### src/rtl/mips_multi.sv
// Multi-cycle MIPS core: shared ALU, single request/ready memory port, 32x32 register file.
// Latency: beq/j 3 cycles, R-type/addi/sw/NOP 4, lw 5, plus one per memory wait cycle.
// Backpressure: FETCH/MEM hold request, address and data stable until mem_ready; no wait limit.
// Ports: clk, rst (sync, active-high); mem_req/mem_we/mem_addr/mem_wdata out, mem_rdata/mem_ready in;
//        pc (registered PC), retire (pulse in final state), halted (high in HALT).
module mips_multi #(
  parameter logic [31:0] RESET_PC = 32'h0000_0000
) (
  input  logic        clk,
  input  logic        rst,
  output logic        mem_req,
  output logic        mem_we,
  output logic [31:0] mem_addr,
  output logic [31:0] mem_wdata,
  input  logic [31:0] mem_rdata,
  input  logic        mem_ready,
  output logic [31:0] pc,
  output logic        retire,
  output logic        halted
);

  typedef enum logic [2:0] {FETCH, DECODE, EXEC, MEM, MWB, RWB, HALT} state_t;
  typedef enum logic [2:0] {ALU_ADD, ALU_SUB, ALU_AND, ALU_OR, ALU_SLT} alu_op_t;

  state_t      state_q, state_d;
  logic [31:0] pc_q, pc_d, ir_q, ir_d, mdr_q, mdr_d;
  logic [31:0] a_q, a_d, b_q, b_d, alu_out_q, alu_out_d;
  logic        boot_q, boot_d;
  logic [31:0] rf_q [32];
  logic        rf_we;
  logic [4:0]  rf_waddr;
  logic [31:0] rf_wdata;

  // Instruction fields
  logic [5:0]  opcode, funct;
  logic [4:0]  rs, rt, rd;
  logic [31:0] imm_sext;
  logic        is_r, is_nop, is_lw, is_sw, is_beq, is_j, is_addi, funct_ok, legal;

  assign opcode   = ir_q[31:26];
  assign rs       = ir_q[25:21];
  assign rt       = ir_q[20:16];
  assign rd       = ir_q[15:11];
  assign funct    = ir_q[5:0];
  assign imm_sext = {{16{ir_q[15]}}, ir_q[15:0]};
  assign is_r     = (opcode == 6'h00);
  assign is_nop   = (ir_q == 32'h0);
  assign is_lw    = (opcode == 6'h23);
  assign is_sw    = (opcode == 6'h2B);
  assign is_beq   = (opcode == 6'h04);
  assign is_j     = (opcode == 6'h02);
  assign is_addi  = (opcode == 6'h08);
  assign funct_ok = (funct == 6'h20) || (funct == 6'h22) || (funct == 6'h24) ||
                    (funct == 6'h25) || (funct == 6'h2A);
  // The all-zero word has funct 0, so it is admitted explicitly as the NOP.
  assign legal    = (is_r && (funct_ok || is_nop)) || is_lw || is_sw || is_beq || is_j || is_addi;

  // Single shared ALU; operands are steered by the current state.
  logic [31:0] alu_a, alu_b, alu_y;
  alu_op_t     alu_op;

  always_comb begin
    alu_a  = pc_q;
    alu_b  = 32'd4;
    alu_op = ALU_ADD;
    case (state_q)
      DECODE: alu_b = {imm_sext[29:0], 2'b00};   // branch target off PC+4
      EXEC: begin
        alu_a = a_q;
        if (is_r) begin
          alu_b = b_q;
          case (funct)
            6'h22:   alu_op = ALU_SUB;
            6'h24:   alu_op = ALU_AND;
            6'h25:   alu_op = ALU_OR;
            6'h2A:   alu_op = ALU_SLT;
            default: alu_op = ALU_ADD;
          endcase
        end else begin
          alu_b = imm_sext;
        end
      end
      default: ;
    endcase
  end

  always_comb begin
    alu_y = 32'h0;
    case (alu_op)
      ALU_ADD: alu_y = alu_a + alu_b;
      ALU_SUB: alu_y = alu_a - alu_b;
      ALU_AND: alu_y = alu_a & alu_b;
      ALU_OR:  alu_y = alu_a | alu_b;
      ALU_SLT: alu_y = {31'd0, $signed(alu_a) < $signed(alu_b)};
      default: alu_y = 32'h0;
    endcase
  end

  // Memory port. boot_q masks the request in the first cycle after reset so
  // the port is guaranteed idle then, even though the state is already FETCH.
  logic xfer;
  assign mem_req   = !rst && !boot_q && ((state_q == FETCH) || (state_q == MEM));
  assign mem_we    = mem_req && (state_q == MEM) && is_sw;
  assign mem_addr  = (state_q == MEM) ? alu_out_q : pc_q;
  assign mem_wdata = b_q;
  assign xfer      = mem_req && mem_ready;
  assign pc        = pc_q;
  assign halted    = !rst && (state_q == HALT);

  always_comb begin
    state_d   = state_q;
    pc_d      = pc_q;
    ir_d      = ir_q;
    mdr_d     = mdr_q;
    a_d       = a_q;
    b_d       = b_q;
    alu_out_d = alu_out_q;
    boot_d    = 1'b0;
    rf_we     = 1'b0;
    rf_waddr  = rt;
    rf_wdata  = alu_out_q;
    retire    = 1'b0;
    case (state_q)
      FETCH: if (xfer) begin
        ir_d    = mem_rdata;
        pc_d    = alu_y;
        state_d = DECODE;
      end
      DECODE: begin
        a_d       = rf_q[rs];
        b_d       = rf_q[rt];
        alu_out_d = alu_y;
        state_d   = legal ? EXEC : HALT;
      end
      EXEC: begin
        if (is_r || is_addi) begin
          alu_out_d = alu_y;
          state_d   = RWB;
        end else if (is_lw || is_sw) begin
          alu_out_d = alu_y;
          state_d   = MEM;
        end else if (is_beq) begin
          if (a_q == b_q) pc_d = alu_out_q;
          retire  = 1'b1;
          state_d = FETCH;
        end else if (is_j) begin
          pc_d    = {pc_q[31:28], ir_q[25:0], 2'b00};
          retire  = 1'b1;
          state_d = FETCH;
        end else begin
          state_d = HALT;
        end
      end
      MEM: if (xfer) begin
        if (is_sw) begin
          retire  = 1'b1;
          state_d = FETCH;
        end else begin
          mdr_d   = mem_rdata;
          state_d = MWB;
        end
      end
      MWB: begin
        rf_we    = 1'b1;
        rf_wdata = mdr_q;
        retire   = 1'b1;
        state_d  = FETCH;
      end
      RWB: begin
        rf_we    = !is_nop;
        rf_waddr = is_addi ? rt : rd;
        retire   = 1'b1;
        state_d  = FETCH;
      end
      HALT: state_d = HALT;
      default: state_d = HALT;
    endcase
    if (rst) retire = 1'b0;
  end

  always_ff @(posedge clk) begin
    if (rst) begin
      state_q   <= FETCH;
      pc_q      <= RESET_PC;
      ir_q      <= '0;
      mdr_q     <= '0;
      a_q       <= '0;
      b_q       <= '0;
      alu_out_q <= '0;
      boot_q    <= 1'b1;
      for (int i = 0; i < 32; i++) rf_q[i] <= '0;
    end else begin
      state_q   <= state_d;
      pc_q      <= pc_d;
      ir_q      <= ir_d;
      mdr_q     <= mdr_d;
      a_q       <= a_d;
      b_q       <= b_d;
      alu_out_q <= alu_out_d;
      boot_q    <= boot_d;
      // $0 is never written, so it keeps reading as zero.
      if (rf_we && (rf_waddr != 5'd0)) rf_q[rf_waddr] <= rf_wdata;
    end
  end

endmodule

### config.mk
export PLATFORM = sky130hd
export DESIGN_NAME = mips_multi
export DESIGN_NICKNAME = d
export VERILOG_FILES = /design/src/rtl/mips_multi.sv
export SDC_FILE = /design/constraint.sdc
export NUM_CORES = 2
export LEC_CHECK = 0
export CORE_ASPECT_RATIO = 0.6
export CORE_MARGIN = 2
export CORE_UTILIZATION = 63
export CTS_BUF_LIST = sky130_fd_sc_hd__clkbuf_16
export DETAILED_ROUTE_END_ITERATION = 8
export PLACE_DENSITY = 0.81
export SYNTH_ARGS = -nofsm -noshare
export SYNTH_HDL_FRONTEND = slang
export SYNTH_SLANG_ARGS = --single-unit
### constraint.sdc
create_clock -name clk -period 6.58 [get_ports clk]
set_input_delay 1.645 -clock clk [delete_from_list [all_inputs] [get_ports clk]]
set_output_delay 1.645 -clock clk [all_outputs]
set_load 0.02 [all_outputs]
Word-level counts from Yosys, hierarchy flattened. Memory sizes are Yosys's and may differ from the RTL's. A register that Yosys moved wholly into a read port is not among the register bits. Cells that the tools add are included.

Memories kept: 1. Output and inout bits: 100. Bits of input ports: 35. Flip-flop bits (word level): 132. Word-level logic and storage cells: 130. RAM bits: 1024.

Order comparisons: 1. Add/subtract/negate cells: 2. Reduce and logical (&&, ||, !) cells: 39. Bitwise logic cells: 3. Mux-type cells: 47. Eq/ne operators: 30.

Memories: rf_q (words 32, bits a word 32, rd ports 2, clocked after Yosys merged registers in 2, wr ports 32, line 29) `logic [31:0] rf_q [32];`.

Operator list (count): $mux 32 (12); $pmux 32 s2 (3); $pmux 32 s5 (1); $eq 6x6->1 const B (7); $add 32x32->32 (1); $and 32x32->32 (1); $eq 32x32->1 (1); $logic_not 32->1 (1); $lt 32x32->1 (1); $or 32x32->32 (1); $reduce_or 32->1 (1); $sub 32x32->32 (1); $mux 3 (10); $mux 28 (1); $mux 5 (3); $pmux 3 s5 (1); $logic_or 1x1->1 (13); $mux 1 (13); $eq 3x2->1 const B (4); $eq 3x3->1 const B (4); $ne 2x2->1 const B (6); $pmux 3 s4 (1); $reduce_and 6->1 (2); $ne 3x3->1 const B (3); 16 further kinds (30).

Logic depth before layout (Yosys ltp).
Depth in word-level cells: 14. Gate-level depth with buffers: 21. Mapped depth without buffers: 18.

Least setup slack after synthesis. No wires, ideal clock.

Path kind: flip-flop to flip-flop. Start: reg ir_q[31]. End: reg alu_out_q[24]. Clock period less this slack: 5.162 ns. Buffers on the path: 3. Data arrival time: 5.071 ns. Required time: 6.489 ns. Cell stages (with the launch flop): 20. Setup time: 0.091 ns. Path slack: 1.418 ns. Cell sequence: dfxtp_1 > or2_2 > clkbuf_1 > nor4_1 > nor2b_1 > clkbuf_1 > clkbuf_1 > mux2i_1 > nor2_1 > ha_1 > fa_1 > o21bai_1 > a221oi_1 > o311ai_0 > a21oi_1 > o21ai_0 > a21bo_2 > a21oi_1 > a32o_1 > a311oi_1.

Cells in the longest elaborated chain, start to end: 8. Elaborated cells between the ends (all ways): 25. Those cells by class: add/sub: 2; eq/ne: 8; mux: 8; bitwise: 2; reduce/logical: 5.

Ends and longest elaborated chain: from (decl) (line 26) `logic [31:0] pc_q, pc_d, ir_q, ir_d, mdr_q, mdr_d;`; from (signal assigned) (line 195) `ir_q <= ir_d;`; $logic_not 6->1 (line 46) `assign is_r = (opcode == 6'h00);`; $mux 32 / $mux 3 (equally long branches) (line 70) `if (is_r) begin`; $pmux 32 s2 / $mux 3 (equally long branches) (line 66) `case (state_q)`; $sub 32x32->32 (tied with other cells) (line 91) `ALU_SUB: alu_y = alu_a - alu_b;`; $pmux 32 s5 (line 89) `case (alu_op)`; $mux 32 (line 139) `end else if (is_lw || is_sw) begin`; $mux 32 (line 136) `if (is_r || is_addi) begin`; $pmux 32 s2 (line 123) `case (state_q)`; to (signal assigned) (line 199) `alu_out_q <= alu_out_d;`; to (decl) (line 27) `logic [31:0] a_q, a_d, b_q, b_d, alu_out_q, alu_out_d;`.

Parallel ways exist; a longest one is shown, timed or not. The select of a mux whose other input is x is not followed. A chain may end at the register's enable or synchronous reset.

Final worst setup path.
Start: reg state_q[1]. End: reg pc_q[28], in the netlist pc[28].

Cells in the longest elaborated chain, start to end: 6. Elaborated cells between the ends (all ways): 29. Those cells by class: add/sub: 2; eq/ne: 12; mux: 6; bitwise: 2; reduce/logical: 7.

Ends and longest elaborated chain: from (decl) (line 25) `state_t state_q, state_d;`; from (signal assigned) (line 193) `state_q <= state_d;`; $eq 3x2->1 (tied with other cells) (line 66, 123); $pmux 32 s2 (tied with other cells) (line 66); $sub 32x32->32 (tied with other cells) (line 91); $pmux 32 s5 / $logic_and 1x1->1 (equally long branches) (line 89, 106); $mux 32 / $ne 2x2->1 (equally long branches); $pmux 32 s2 / $reduce_and 6->1 (equally long branches); to (signal assigned) (line 194) `pc_q <= pc_d;`; to (decl) (line 26).

Parallel ways exist; a longest one is shown, timed or not. The select of a mux whose other input is x is not followed.

==> results.yml <==
logic_synthesis:
  synth.top_cell.area_share_pct: 46.76
  syn_area_mm2: 0.06576
  ys_warn_count: 0
  syn_inst: 5234
  yosysUniqueCellTypes: 84
  ys_ff_latch: 1220
  yosys.area.top_type: "edfxtp_1"
  ys_seq_area_share_pct: 52.73
  synthTopCellsByArea: "edfxtp_1, mux4_2, nor2_1"
  synth_edf_count: 1024
  syn_area_per_cell_um2: 12.56
  async_flop_share_pct: 0
  yosys_most_used_dff: "edfxtp_1"
route:
  ant_nets: 0
  remaining_drc_errors: 0
  first_pass_iters: 9
  viasPerCell: 7.644
  num_vias: 50980
  wirelength_mm: 248.7
  drt_iter0_drc: 10600
  wl_per_cell_um: 37.28
timing:
  hold_viol: 0
  period_share_pct: 95.04
  min_period_ns: 6.254
  slew_headroom_pct: 3.902
  fin_setup_tns_ns: 0
  slew_violations: 0
  worst_pin_slew_ns: 1.436
  setup_viol: 0
  worst_slack_ns: 0.3263
  finClkSkew_ns: 0.03742
  rsz0062_at_grt: "false"
  fmax_mhz: 159.9
finish:
  final_cell_mix: "nor2_1, edfxtp_1, mux4_2, nand2_1, a21oi_1"
  post-route-util_pct: 70.17
  fill_cells: 6778
  drive_above_1_share_pct: 20.98
  nets: 5306
  final_cell_count_no_fill: 6670
  syn2layout_area_growth_pct: 10.07
  layout_commonest_cell: "nor2_1"
floorplan:
  fp.coreArea_mm2: 0.1032
  io_pins: 135
  initial_utilization_pct: 63.75
  fp.dieW_um: 421.1
  die_y_um: 254.3
  die_area_mm2: 0.1071
  rows: 91
critical_path:
  cp_common_cell: "a21o_1"
  cp_max_fo: 23
  path_delay_family: "compound AO/OA/AOI/OAI gates"
  cpPeakStageDelay_ns: 0.81
  cp.arrival_ns: 6.91
  end_kind: "flop"
  worstSetupPathType: "reg -> reg"
  worstPathRequired_ns: 7.24
  crit_chain: "or3b_2 > buf_4 > nor3_1 > a21o_1 > a21oi_1 > ha_1 > nor2_1 > a21boi_0 > a21o_1 > a41oi_1 > o21ai_0 > o41ai_1 > xnor2_1 > a22oi_1 > a211oi_1"
  crit_buf_inv: 1
  slowest_stage: "or3b_2"
  cp-start-kind: "flop"
global_route:
  track_usage_pct: 46.24
  grt_pass1_wl_mm: 349.3
  overflow: 0
  grt_max_degree: 132
  grt_pass1_vias: 48910
  antenna_found_initial: 15
clock_network:
  cts.sinks: 1220
  cts.reportedPaths.clkPinSlew_ns: 0.07
  cts-buffers-inserted: 108
  clock_latency_ns: 0.77
  postCtsSetupBuffers: 0
  ctsHoldBuffers: 0
  cts_resized: 0
  cts_tree: "done"
  cts-root-buf: "clkbuf_16"
  h-tree-depth: 3
  clk_path_buf_depth: 3
power:
  p_comb_share_pct: 21.0
  vdd_ir_drop_max_v: 0.0003131
  switchingPower_mw: 6.168
  pwr-share-clk_pct: 32.9
  total_power_mw: 19.82
  p_per_area_mw_per_mm2: 273.8
  p_seq_share_pct: 46.1
  p_leak_nw: 23.56
  internal_power_mw: 13.65
  p_sw_share_pct: 31.12
job:
  drv_cap: 0
place:
  dp_cells: 6458
  dp_hpwl_mm: 155.7
  gp_congestion: 1.032
  portBuffers: 134
  dpl_worst_slack_ns: 0.7219
outcome:
  status: "finished clean"
hold_path:
  hold_class: "reg -> reg"
synth_stat cells, types with 9 or more instances:
library cell,n
edfxtp_1,1024
o22ai_1,9
a21o_1,20
o211ai_1,18
nor3b_1,12
buf_1,54
nand3_1,39
a211oi_1,98
nor4_1,19
clkbuf_1,439
a221oi_1,13
nand2_1,518
mux2i_1,128
a21oi_1,191
dfxtp_1,196
o21ai_0,65
nor2_1,1228
mux4_2,640
ha_1,96
nor2b_1,14
inv_1,101
o31ai_1,11
nand4_1,15
o21a_1,20
a31oi_1,22
o21bai_1,13
o2111ai_1,9
xnor2_1,38
buf_2,11
nor3_1,26
final timing paths:
check,from,end,slack (ns),depth (start not counted)
setup reg to reg,state_q[1],pc[28],0.33,15
hold reg to reg,mdr_q[23],mdr_q[23],0.47,2
hold / removal,mdr_q[23],mdr_q[23],0.47,2
setup / recovery,state_q[1],pc[28],0.33,15
worst register-to-register path, delay by kind of cell, from the launching register on:
| kind | cells | cell delay (ns) |
|---|---|---|
| xor+xnor | 1 | 0.21 |
| fa+ha+maj | 1 | 0.46 |
| simple gates | 3 | 1.55 |
| flops | 1 | 0.61 |
| buf+inv | 1 | 0.31 |
| compound gates | 9 | 3.03 |
layer usage:
layer  track usage (%)  part of all wire, %
met4             21.13                  5.5
met2             62.88                   41
met5             3.640                 0.17
met1             63.13                   34
met3             21.81                   19
through the flow:
stage	hold slack, ns	cell area (um2)
finish	0.4696	72380
global route	0.4860	72370
CTS	0.4705	72340
detailed placement	0.4607	68860
global placement	0.4561	68860
floorplan	0.4360	65880
power groups by stage:
stage	sequential (mW)	clock [mW]	combinational [mW]
after floorplan	9.05	0	2.52
after global placement	9.21	0	3.87
after detailed placement	9.25	0	3.92
after CTS	9.10	6.46	3.96
after global routing	9.14	6.72	4.23
final	9.13	6.52	4.17
state kept, by name, indices dropped and copies added, names as in the netlist:
| signal | count |
|---|---|
| alu_out_q | 32 |
| boot_q | 1 |
| ir_q | 32 |
| a_q | 32 |
| state_q | 3 |
| mdr_q | 32 |
| mem_wdata | 32 |
| pc | 32 |
| rf_q | 1024 |
cell type report:
| type | count | area [um2] | share of cell area, % |
|---|---|---|---|
| clock buffers | 109 | 2728 | 3.768 |
| repair buffers | 303 | 2703 | 3.734 |
| diodes | 12 | 30.03 | 0.04149 |
| inverters | 101 | 379.1 | 0.5238 |
| clock inverters | 91 | 752.0 | 1.039 |
| multi-input cells | 3439 | 29340 | 40.53 |
| flip-flops and latches | 1220 | 34710 | 47.95 |
| well taps | 1395 | 1745 | 2.411 |
cells by family (layout without fill, tap and decap cells):
family	after synthesis	after routing	share of synthesized area, %
mux	773	773	23.95
fa+ha+maj	98	98	1.887
xor+xnor	39	39	0.5194
flops	1220	1220	52.73
buf+inv	606	604	3.491
simple gates	1923	1923	11.66
other cells	1	44	0.005702
compound gates	574	574	5.757
Power figures use the tool's default switching activity.
